## config.mk

```make
export PLATFORM = sky130hd
export DESIGN_NAME = if_stage
export DESIGN_NICKNAME = d
export VERILOG_FILES = /design/src/rtl/if_stage.sv
export SDC_FILE = /design/constraint.sdc
export NUM_CORES = 1
export LEC_CHECK = 0
export ABC_AREA = 1
export BUFFER_PORTS_ARGS = -buffer_cell sky130_fd_sc_hd__buf_4
export CAP_MARGIN = 20
export CORE_ASPECT_RATIO = 1.5
export CORE_MARGIN = 2
export CORE_UTILIZATION = 40
export DETAILED_ROUTE_END_ITERATION = 7
export GPL_TIMING_DRIVEN = 0
export PLACE_DENSITY_LB_ADDON = 0.15
export SLEW_MARGIN = 25
export SYNTH_ARGS = -nofsm -noshare
export SYNTH_HDL_FRONTEND = slang
export SYNTH_SLANG_ARGS = --single-unit
```

## constraint.sdc

```tcl
create_clock -name clk -period 6.6 [get_ports clk]
set_clock_uncertainty 0.15 [all_clocks]
set_input_delay 0.66 -clock clk [delete_from_list [all_inputs] [get_ports clk]]
set_output_delay 0.66 -clock clk [all_outputs]
set_load 0.02 [all_outputs]
```

## src/rtl/if_stage.sv

```systemverilog
// Instruction fetch: issues word requests, buffers returns and drives the IF/ID register with decode redirects.
// Latency: with a 1-cycle memory a word requested in cycle N reaches the IF/ID register at the edge ending cycle N+1.
// Backpressure: stall holds IF/ID while the buffer fills; requests stop once buffered plus in-flight words reach BUF_DEPTH.
module if_stage #(
    parameter int                     BUS_WIDTH   = 64,
    parameter int                     INSTR_WIDTH = 32,
    parameter logic [BUS_WIDTH-1:0]   RESET_PC    = '0,
    parameter int                     BUF_DEPTH   = 2,
    parameter logic [INSTR_WIDTH-1:0] NOP_INSTR   = 32'h0000_0013
) (
    input  logic                   clk,
    input  logic                   rst_n,
    input  logic                   stall,
    input  logic                   imm_pc,
    input  logic [BUS_WIDTH-1:0]   next_imm_pc,
    output logic                   imem_req,
    output logic [BUS_WIDTH-1:0]   imem_addr,
    input  logic                   imem_gnt,
    input  logic                   imem_rvalid,
    input  logic [INSTR_WIDTH-1:0] imem_rdata,
    output logic [BUS_WIDTH-1:0]   pc,
    output logic [INSTR_WIDTH-1:0] instr,
    output logic                   instr_valid
);

    localparam int                   PTR_W      = (BUF_DEPTH > 1) ? $clog2(BUF_DEPTH) : 1;
    localparam logic [PTR_W:0]       DEPTH_V    = (PTR_W + 1)'(BUF_DEPTH);
    localparam logic [BUS_WIDTH-1:0] PC_STEP    = BUS_WIDTH'(4);
    localparam logic [BUS_WIDTH-1:0] ALIGN_MASK = ~(BUS_WIDTH'(3));

    typedef struct packed {
        logic [BUS_WIDTH-1:0]   pc;
        logic [INSTR_WIDTH-1:0] instr;
    } entry_t;

    typedef enum logic {S_REQ, S_WAIT} state_t;

    state_t               state_q, state_d;
    logic [BUS_WIDTH-1:0] fetch_pc, req_pc;
    logic                 epoch, req_epoch;

    entry_t               fb_mem [BUF_DEPTH];
    logic [PTR_W-1:0]     rd_ptr, wr_ptr;
    logic [PTR_W:0]       count, occ;
    entry_t               head;

    logic redirect, resp_ok, pop, bypass, push, space, grant;

    // Redirect, response acceptance and buffer steering for this cycle.
    always_comb begin
        redirect = imm_pc & instr_valid & ~stall;
        // A response is kept only if it belongs to the current path and no redirect kills it now.
        resp_ok  = (state_q == S_WAIT) & imem_rvalid & (req_epoch == epoch) & ~redirect;
        pop      = ~stall & ~redirect & (count != '0);
        bypass   = ~stall & ~redirect & (count == '0) & resp_ok;
        push     = resp_ok & ~bypass;
        // The word retiring this cycle is counted only if it lands in the buffer.
        occ      = count + {{PTR_W{1'b0}}, push};
        space    = (occ < DEPTH_V);
        head     = fb_mem[rd_ptr];
    end

    // Request FSM next state and request strobe; memory shares rst_n so no request while in reset.
    always_comb begin
        state_d  = state_q;
        imem_req = 1'b0;
        case (state_q)
            S_REQ: begin
                imem_req = rst_n & space & ~redirect;
                if (imem_req && imem_gnt) state_d = S_WAIT;
            end
            S_WAIT: begin
                if (imem_rvalid) begin
                    imem_req = rst_n & space & ~redirect;
                    state_d  = (imem_req && imem_gnt) ? S_WAIT : S_REQ;
                end
            end
            default: state_d = S_REQ;
        endcase
    end

    assign grant     = imem_req & imem_gnt;
    assign imem_addr = fetch_pc;

    // Fetch PC, path epoch and the tag of the single outstanding request.
    always_ff @(posedge clk or negedge rst_n) begin
        if (!rst_n) begin
            state_q   <= S_REQ;
            fetch_pc  <= RESET_PC;
            epoch     <= 1'b0;
            req_pc    <= '0;
            req_epoch <= 1'b0;
        end else begin
            state_q <= state_d;
            if (redirect) begin
                fetch_pc <= next_imm_pc & ALIGN_MASK;
                epoch    <= ~epoch;
            end else if (grant) begin
                fetch_pc <= fetch_pc + PC_STEP;
            end
            if (grant) begin
                req_pc    <= fetch_pc;
                req_epoch <= epoch;
            end
        end
    end

    // Buffer pointers and occupancy; a redirect empties the buffer in one cycle.
    always_ff @(posedge clk or negedge rst_n) begin
        if (!rst_n) begin
            rd_ptr <= '0;
            wr_ptr <= '0;
            count  <= '0;
        end else if (redirect) begin
            rd_ptr <= '0;
            wr_ptr <= '0;
            count  <= '0;
        end else begin
            if (pop)  rd_ptr <= rd_ptr + 1'b1;
            if (push) wr_ptr <= wr_ptr + 1'b1;
            count <= count + {{PTR_W{1'b0}}, push} - {{PTR_W{1'b0}}, pop};
        end
    end

    // Buffer storage; contents are qualified by count, so no reset is needed.
    always_ff @(posedge clk) begin
        if (push) fb_mem[wr_ptr] <= '{pc: req_pc, instr: imem_rdata};
    end

    // IF/ID register: hold on stall, bubble on redirect, else buffer head, then bypass, then bubble.
    always_ff @(posedge clk or negedge rst_n) begin
        if (!rst_n) begin
            pc          <= '0;
            instr       <= NOP_INSTR;
            instr_valid <= 1'b0;
        end else if (redirect) begin
            instr       <= NOP_INSTR;
            instr_valid <= 1'b0;
        end else if (!stall) begin
            if (pop) begin
                pc          <= head.pc;
                instr       <= head.instr;
                instr_valid <= 1'b1;
            end else if (bypass) begin
                pc          <= req_pc;
                instr       <= imem_rdata;
                instr_valid <= 1'b1;
            end else begin
                instr       <= NOP_INSTR;
                instr_valid <= 1'b0;
            end
        end
    end

endmodule

```

==> metrics.md, run 1 <==
| Metric | Value |
|---|---|
| Compound-Gate Fraction of Synth Area | `0.101` |
| # rows | `96` |
| Pwr Density | `450 nW/um^2` |
| Biggest area consumer among synthesized cells | `edfxtp_1` |
| TritonRoute pass-1 iters | `6` |
| Slew Limit Fails | `0` |
| Clk slew on worst S/H paths | `70 ps` |
| Main combinational cell family by area after synthesis | `simple AND/OR/NAND/NOR gates` |
| CP required | `5790 ps` |
| Commonest cells post-synth | `nand2_1, nor2_1, o21ai_0` |
| Final HPWL DP | `46200 um` |
| Drt drc | `0` |
| Design area | `22600 um^2` |
| Period utilization | `0.538` |
| Status | `finished clean` |
| Final wirelength | `60600 um` |
| Pin slew with the least headroom to its limit | `1140 ps` |
| Unrepaired setup endpoints after global routing | `no` |
| Sw frac | `0.395` |
| Routed WL per cell | `20.5 um` |
| Mux contribution to synthesized area | `0.00164` |
| Htree depth | `2` |
| Post-layout min period | `3550 ps` |
| Number of I/O port buffers | `257` |
| Seq/Total Area, Yosys | `0.618` |
| Critical Path End Type | `primary output` |
| CP top delay family | `simple AND/OR/NAND/NOR gates` |
| Slowest CP cell | `xor2_1` |
| Crit path DAT | `2740 ps` |
| Relative slew slack | `0.242` |
| Min-Delay Path Class | `input pin to register` |
| Root Driver | `clkbuf_16` |
| Psw | `4.03 mW` |
| CP Class | `register to primary output` |
| RePlAce Congestion | `0.907` |
| Antenna viol nets, final | `0` |
| Post-Synth Adder-Cell Area | `0.00205` |
| CTS Sinks | `414` |
| Antenna Cells | `0` |
| Dpl cells | `2878` |
| Largest net degree at the start of global routing | `83` |
| Filler cell count | `4402` |
| Area share of the largest cell type after synthesis | `0.309` |
| Post-Synth XOR/XNOR Area | `0.00814` |
| DIE WIDTH | `179 um` |
| Leakage power | `9.69 nW` |
| VDD IR-drop max | `0.000197 V` |
| Setup-failing EPs final | `0` |
| Post-Syn Area per Cell | `9.06 um^2` |
| Area Overhead vs Synth | `23.7%` |
| Seq cells post-synth | `414` |
| Die Y | `266 um` |
| CP max FO | `5` |
| TritonCTS buffer count | `40` |
| Gate Count Post-Synth | `2019` |
| Simple-gate portion of the synthesized area | `0.225` |
| Clock network fraction of total power | `0.234` |
| Placed Area | `21300 um^2` |
| CTS tree | `built` |
| Slowest cell delay on critical path | `370 ps` |
| Fmax | `0.282 GHz` |
| Fraction of registers with async set/reset | `0.546` |
| Post-synth EDFFs | `188` |
| Nets | `2438` |
| Critical Path, Cell by Cell | `inv_1 > nor2_1 > nor2_1 > nand2_1 > or2_2 > inv_1 > ha_1 > xor2_1 > nor3b_2 > buf_4` |
| Comb pwr share | `0.347` |
| Grt ovf | `0` |
| Total negative slack | `0 ps` |
| Sequential share of power | `0.419` |
| Total of warnings raised by yosys | `0` |
| Post-synthesis cell area | `18300 um^2` |
| Bufs on Longest Clock Path | `3` |
| Mean number of vias per cell | `5.14` |
| Clock Latency Late Sink | `550 ps` |
| Num ports | `264` |
| Ys flop type | `dfrtp_1` |
| Layout cells sized above 1 | `0.158` |
| Routed vias | `15200` |
| Final Hold Fails | `0` |
| Synth top area cells | `edfxtp_1, dfrtp_1, nand2_1` |
| WP buf/inv | `3` |
| Max-cap violations | `0` |
| Core ar. | `45400 um^2` |
| Vias in the first global route | `15300` |
| Synth unique cells | `32` |
| Internal | `6.16 mW` |
| DRT iter0 DRCs | `1102` |
| Initial Util | `0.403` |
| Gr usage total | `0.256` |
| Top-count cell post-synth | `nand2_1` |
| Setup crit start kind | `register` |
| Die area | `47500 um^2` |
| Final cell count without fillers | `2952` |
| First-pass GRT wire length | `91200 um` |
| Initial antenna violation count | `1` |
stage by stage:
stage / utilization / worst slack, ps / total power [mW] / hold WS (ps)
4_1_cts: 0.498 / 3050 / 10.3 / 122
2_1_floorplan: - / 727 / 6.08 / 214
3_5_place_dp: 0.468 / 2800 / 7.87 / 325
3_3_place_gp: 0.462 / -2310 / 7.77 / 321
5_1_grt: 0.498 / 2920 / 10.8 / 136
6_report: 0.498 / 3050 / 10.2 / 150
state kept, by name, indices dropped and copies added, names as in the netlist:
| name | flops |
|---|---|
| rd_ptr | 1 |
| req_pc | 62 |
| count | 2 |
| req_epoch | 1 |
| instr_valid | 1 |
| instr | 32 |
| imem_addr | 62 |
| state_q | 1 |
| epoch | 1 |
| wr_ptr | 1 |
| pc | 62 |
| fb_mem | 188 |
power by group through the flow:
stage               Sequential (mW)  Clock (mW)  Combinational (mW)
floorplan                      4.55           0                1.53
global placement               4.30           0                3.47
detailed placement             4.30           0                3.56
CTS                            4.26        2.43                3.58
global route                   4.36        2.54                3.92
finish                         4.27        2.38                3.54
metal layers:
| layer | track usage | up-vias | part of all wire |
|---|---|---|---|
| met5 | 0 | - | 0 |
| met4 | 0.0855 | 0 | 0.034 |
| met3 | 0.0274 | 100 | 0.044 |
| met2 | 0.474 | 445 | 0.53 |
| met1 | 0.306 | 7302 | 0.39 |
| li1 | - | 7325 | - |
cells by family after synthesis:
kind of cell | after synthesis
AO/OA/AOI/OAI | 340
buffers and inverters | 200
adder cells (fa/ha/maj) | 3
other | 1
AND/OR/NAND/NOR | 1041
multiplexers | 3
XOR/XNOR | 17
flip-flops | 414
layout make-up:
type,count,area (um^2),share of cell area
sequential,414,11300,0.500
multi-input combinational,1408,6200,0.274
timing repair buffer,269,2220,0.0982
clock buffer,58,1120,0.0495
tap,588,736,0.0325
buffer,104,444,0.0196
inverter,96,360,0.0159
clock inverter,15,230,0.0102
timing repair:
action | 4_1_cts | 5_1_grt
gates resized for setup | 0 | 0
hold endpoints to repair | 59 | 0
hold buffers | 1 | 0
buffers inserted | 0 | 0
worst paths after layout:
kind	from	end	slack [ps]	cells past startpoint
hold / removal	imem_rdata[1]	fb_mem[0][1]	150	1
min in group asynchronous	rst_n	instr[5]	550	2
hold reg to reg	pc[60]	pc[60]	330	2
setup / recovery	epoch	imem_req	3050	10
setup reg to reg	epoch	imem_addr[37]	3100	14
max in group asynchronous	rst_n	imem_addr[45]	4880	3
layout by cell type (no fill, tap or decap), types with 3 or more instances in the layout:
master and count:
conb_1 4, inv_1 92, o21ai_0 282, xor2_1 17, clkinv_2 4, clkbuf_16 40
buf_1 5, mux2i_1 3, clkbuf_1 82, or2_2 3, nand4_1 32, buf_2 25
clkbuf_8 5, buf_4 260, edfxtp_1 188, o311ai_0 28, ha_1 3, dfstp_2 3
clkinv_4 3, inv_2 4, nand3_1 74, nor2_1 348, o21ai_1 6, a21oi_1 10
dfrtp_1 223, nand2_1 575, bufinv_16 5, o211ai_1 7, buf_16 8, o31ai_1 3
o21a_1 3
(Power assumes the default switching activity.)
==> inputs of run 2 (changes only) <==
- clock period: 6.6 -> 3 ns (I/O delays scaled with it)
==> metrics.md, run 2 (synthesis gave the netlist of run 1 again) <==
| Metric | Value |
|---|---|
| Status | `finished clean` |
| Flop-to-flop setup slack | `110 ps` |
| Largest Register | `fb_mem` |
| Setup crit start kind | `register` |
| Multi-input combinational cell area | `6250 um^2` |
| Most common cell after layout, fill and taps aside | `nand2_1` |
| Area Overhead vs Synth | `29.1%` |
| Fmax | `0.341 GHz` |
| Clk slew on worst S/H paths | `60 ps` |
| Min-Delay Path Class | `input pin to register` |
| DRT iter0 DRCs | `972` |
| # rows | `96` |
| Drt drc | `0` |
| Final core utilization | `0.520` |
| First-pass GRT wire length | `91300 um` |
| TritonCTS buffer count | `41` |
| Root Driver | `clkbuf_16` |
| Slowest cell delay on critical path | `400 ps` |
| Pwr Density | `947 nW/um^2` |
| Filler cell count | `4218` |
| DP Worst Slack | `-354 ps` |
| Crit path DAT | `2480 ps` |
| Antenna viol nets, final | `0` |
| Hold endpoint | `imem_addr[63]` |
| Nets | `2539` |
| Relative slew slack | `0.304` |
| Number of I/O port buffers | `257` |
| RePlAce Congestion | `0.933` |
| Period utilization | `0.978` |
| Gr usage total | `0.255` |
| Critical Path End Type | `primary output` |
| Routed WL per cell | `20.0 um` |
| Register area | `11300 um^2` |
| Die area | `47500 um^2` |
| Routed vias | `15700` |
| Initial Util | `0.403` |
| CTS tree | `built` |
| CP Class | `register to primary output` |
| Final Hold Fails | `0` |
| Htree depth | `2` |
| Max FFs per register | `188` |
| Worst R2R Start | `req_epoch` |
| Bufs on Longest Clock Path | `3` |
| Final HPWL DP | `45800 um` |
| Die Y | `266 um` |
| CP max FO | `4` |
| Clock network fraction of total power | `0.222` |
| Vias in the first global route | `15800` |
| Pin slew with the least headroom to its limit | `1040 ps` |
| Slowest CP cell | `dfrtp_1` |
| Mean number of vias per cell | `5.13` |
| DIE WIDTH | `179 um` |
| Grt ovf | `0` |
| Largest net degree at the start of global routing | `83` |
| Post-layout min period | `2930 ps` |
| Initial antenna violation count | `0` |
| Sequential share of power | `0.419` |
| RR Endpoint | `imem_addr[29]` |
| Num ports | `264` |
| Core ar. | `45400 um^2` |
| Psw | `8.91 mW` |
| Setup ws final | `65.5 ps` |
| TritonRoute pass-1 iters | `5` |
| CP required | `2550 ps` |
| Setup-failing EPs final | `0` |
| CP most frequent cell | `nand2_1` |
| R2R depth | `15` |
| Critical Path, Cell by Cell | `nand2_1 > nand3_1 > nor2_4 > nand2_1 > or2_4 > inv_1 > ha_2 > xor2_4 > nor3b_4 > buf_4` |
| Slew Limit Fails | `0` |
| CTS Sinks | `414` |
| Comb pwr share | `0.358` |
| Layout cells sized above 1 | `0.156` |
| Antenna Cells | `0` |
| Sw frac | `0.399` |
| Clock Latency Late Sink | `550 ps` |
| Hold_sp | `next_imm_pc[63]` |
| Max-cap violations | `0` |
| Leakage power | `10.1 nW` |
| Hold path depth | `5` |
| Internal | `13.4 mW` |
| VDD IR-drop max | `0.000445 V` |
| Highest-count cells in the layout ignoring fill and taps | `nand2_1, nor2_1, o21ai_0, buf_4, dfrtp_1` |
| Final wirelength | `61100 um` |
run 2: cell count changes in the layout (fill, tap and decap cells not counted), moves of 5 or more:
cell | before | now
clkinv_2 | 4 | 9
dlygate4sd3_1 | 1 | 98
clkbuf_1 | 82 | 77
buf_2 | 25 | 19
buf_4 | 260 | 266
run 2: area by class of cell:
cell class	instances	share of cell area
inverters	96	0.0154
multi-input cells	1408	0.265
flip-flops and latches	414	0.479
plain buffers	104	0.0196
clock inverters	18	0.00525
clock buffers	57	0.0490
well taps	588	0.0312
repair buffers	369	0.136
run 2: critical path: cells and delay by family, from the launching register on:
kind	cells	cell delay, ps
AND/OR/NAND/NOR	6	960
adder cells (fa/ha/maj)	1	220
flip-flops	1	400
buffers and inverters	2	260
XOR/XNOR	1	110
run 2: metrics by stage:
step	cells	power (mW)	hold WS, ps	TNS, ps	instance area [um^2]
after floorplan	2022	13.4	-146	0	18300
after global placement	2867	17.1	321	-459950	21000
after detailed placement	2877	17.3	145	-12640	21200
after CTS	3050	22.4	5.83	-2590	23500
after global routing	3054	23.7	107	-78.4	23600
final	3054	22.3	35.0	0	23600
run 2: what timing repair did:
action / CTS / global route
setup endpoints to repair: 110 / 126
endpoints found under the hold margin: 226 / 0
gates resized for setup: 4 / 13
hold buffers: 98 / 0
pin swaps: 0 / 3
setup buffers: 0 / 4
run 2: how the worst max path moves through the flow:
| stage | slack (ps) | start | end | cells after the start |
|---|---|---|---|---|
| after floorplan | 50 | req_epoch | fb_mem[0][0] | 6 |
| after global placement | -1580 | rst_n | imem_addr[38] | 9 |
| after detailed placement | -350 | req_epoch | imem_addr[37] | 14 |
| after CTS | -70 | req_epoch | imem_addr[38] | 15 |
| after global routing | -40 | epoch | imem_addr[3] | 15 |
| final | 70 | req_epoch | imem_req | 10 |
run 2: metal layers:
layer | wire [um] | track usage | vias to the layer above
met5 | 0 | 0 | -
li1 | - | - | 7540
met3 | 2780 | 0.0294 | 123
met4 | 3000 | 0.117 | 0
met2 | 31600 | 0.461 | 479
met1 | 23800 | 0.299 | 7537
run 2: power by group through the flow:
stage	combinational, mW	sequential (mW)	clock (mW)
final	8.01	9.37	4.97
after global routing	8.83	9.56	5.30
after CTS	8.01	9.35	5.08
after detailed placement	7.87	9.44	0
after global placement	7.68	9.39	0
after floorplan	3.38	9.99	0
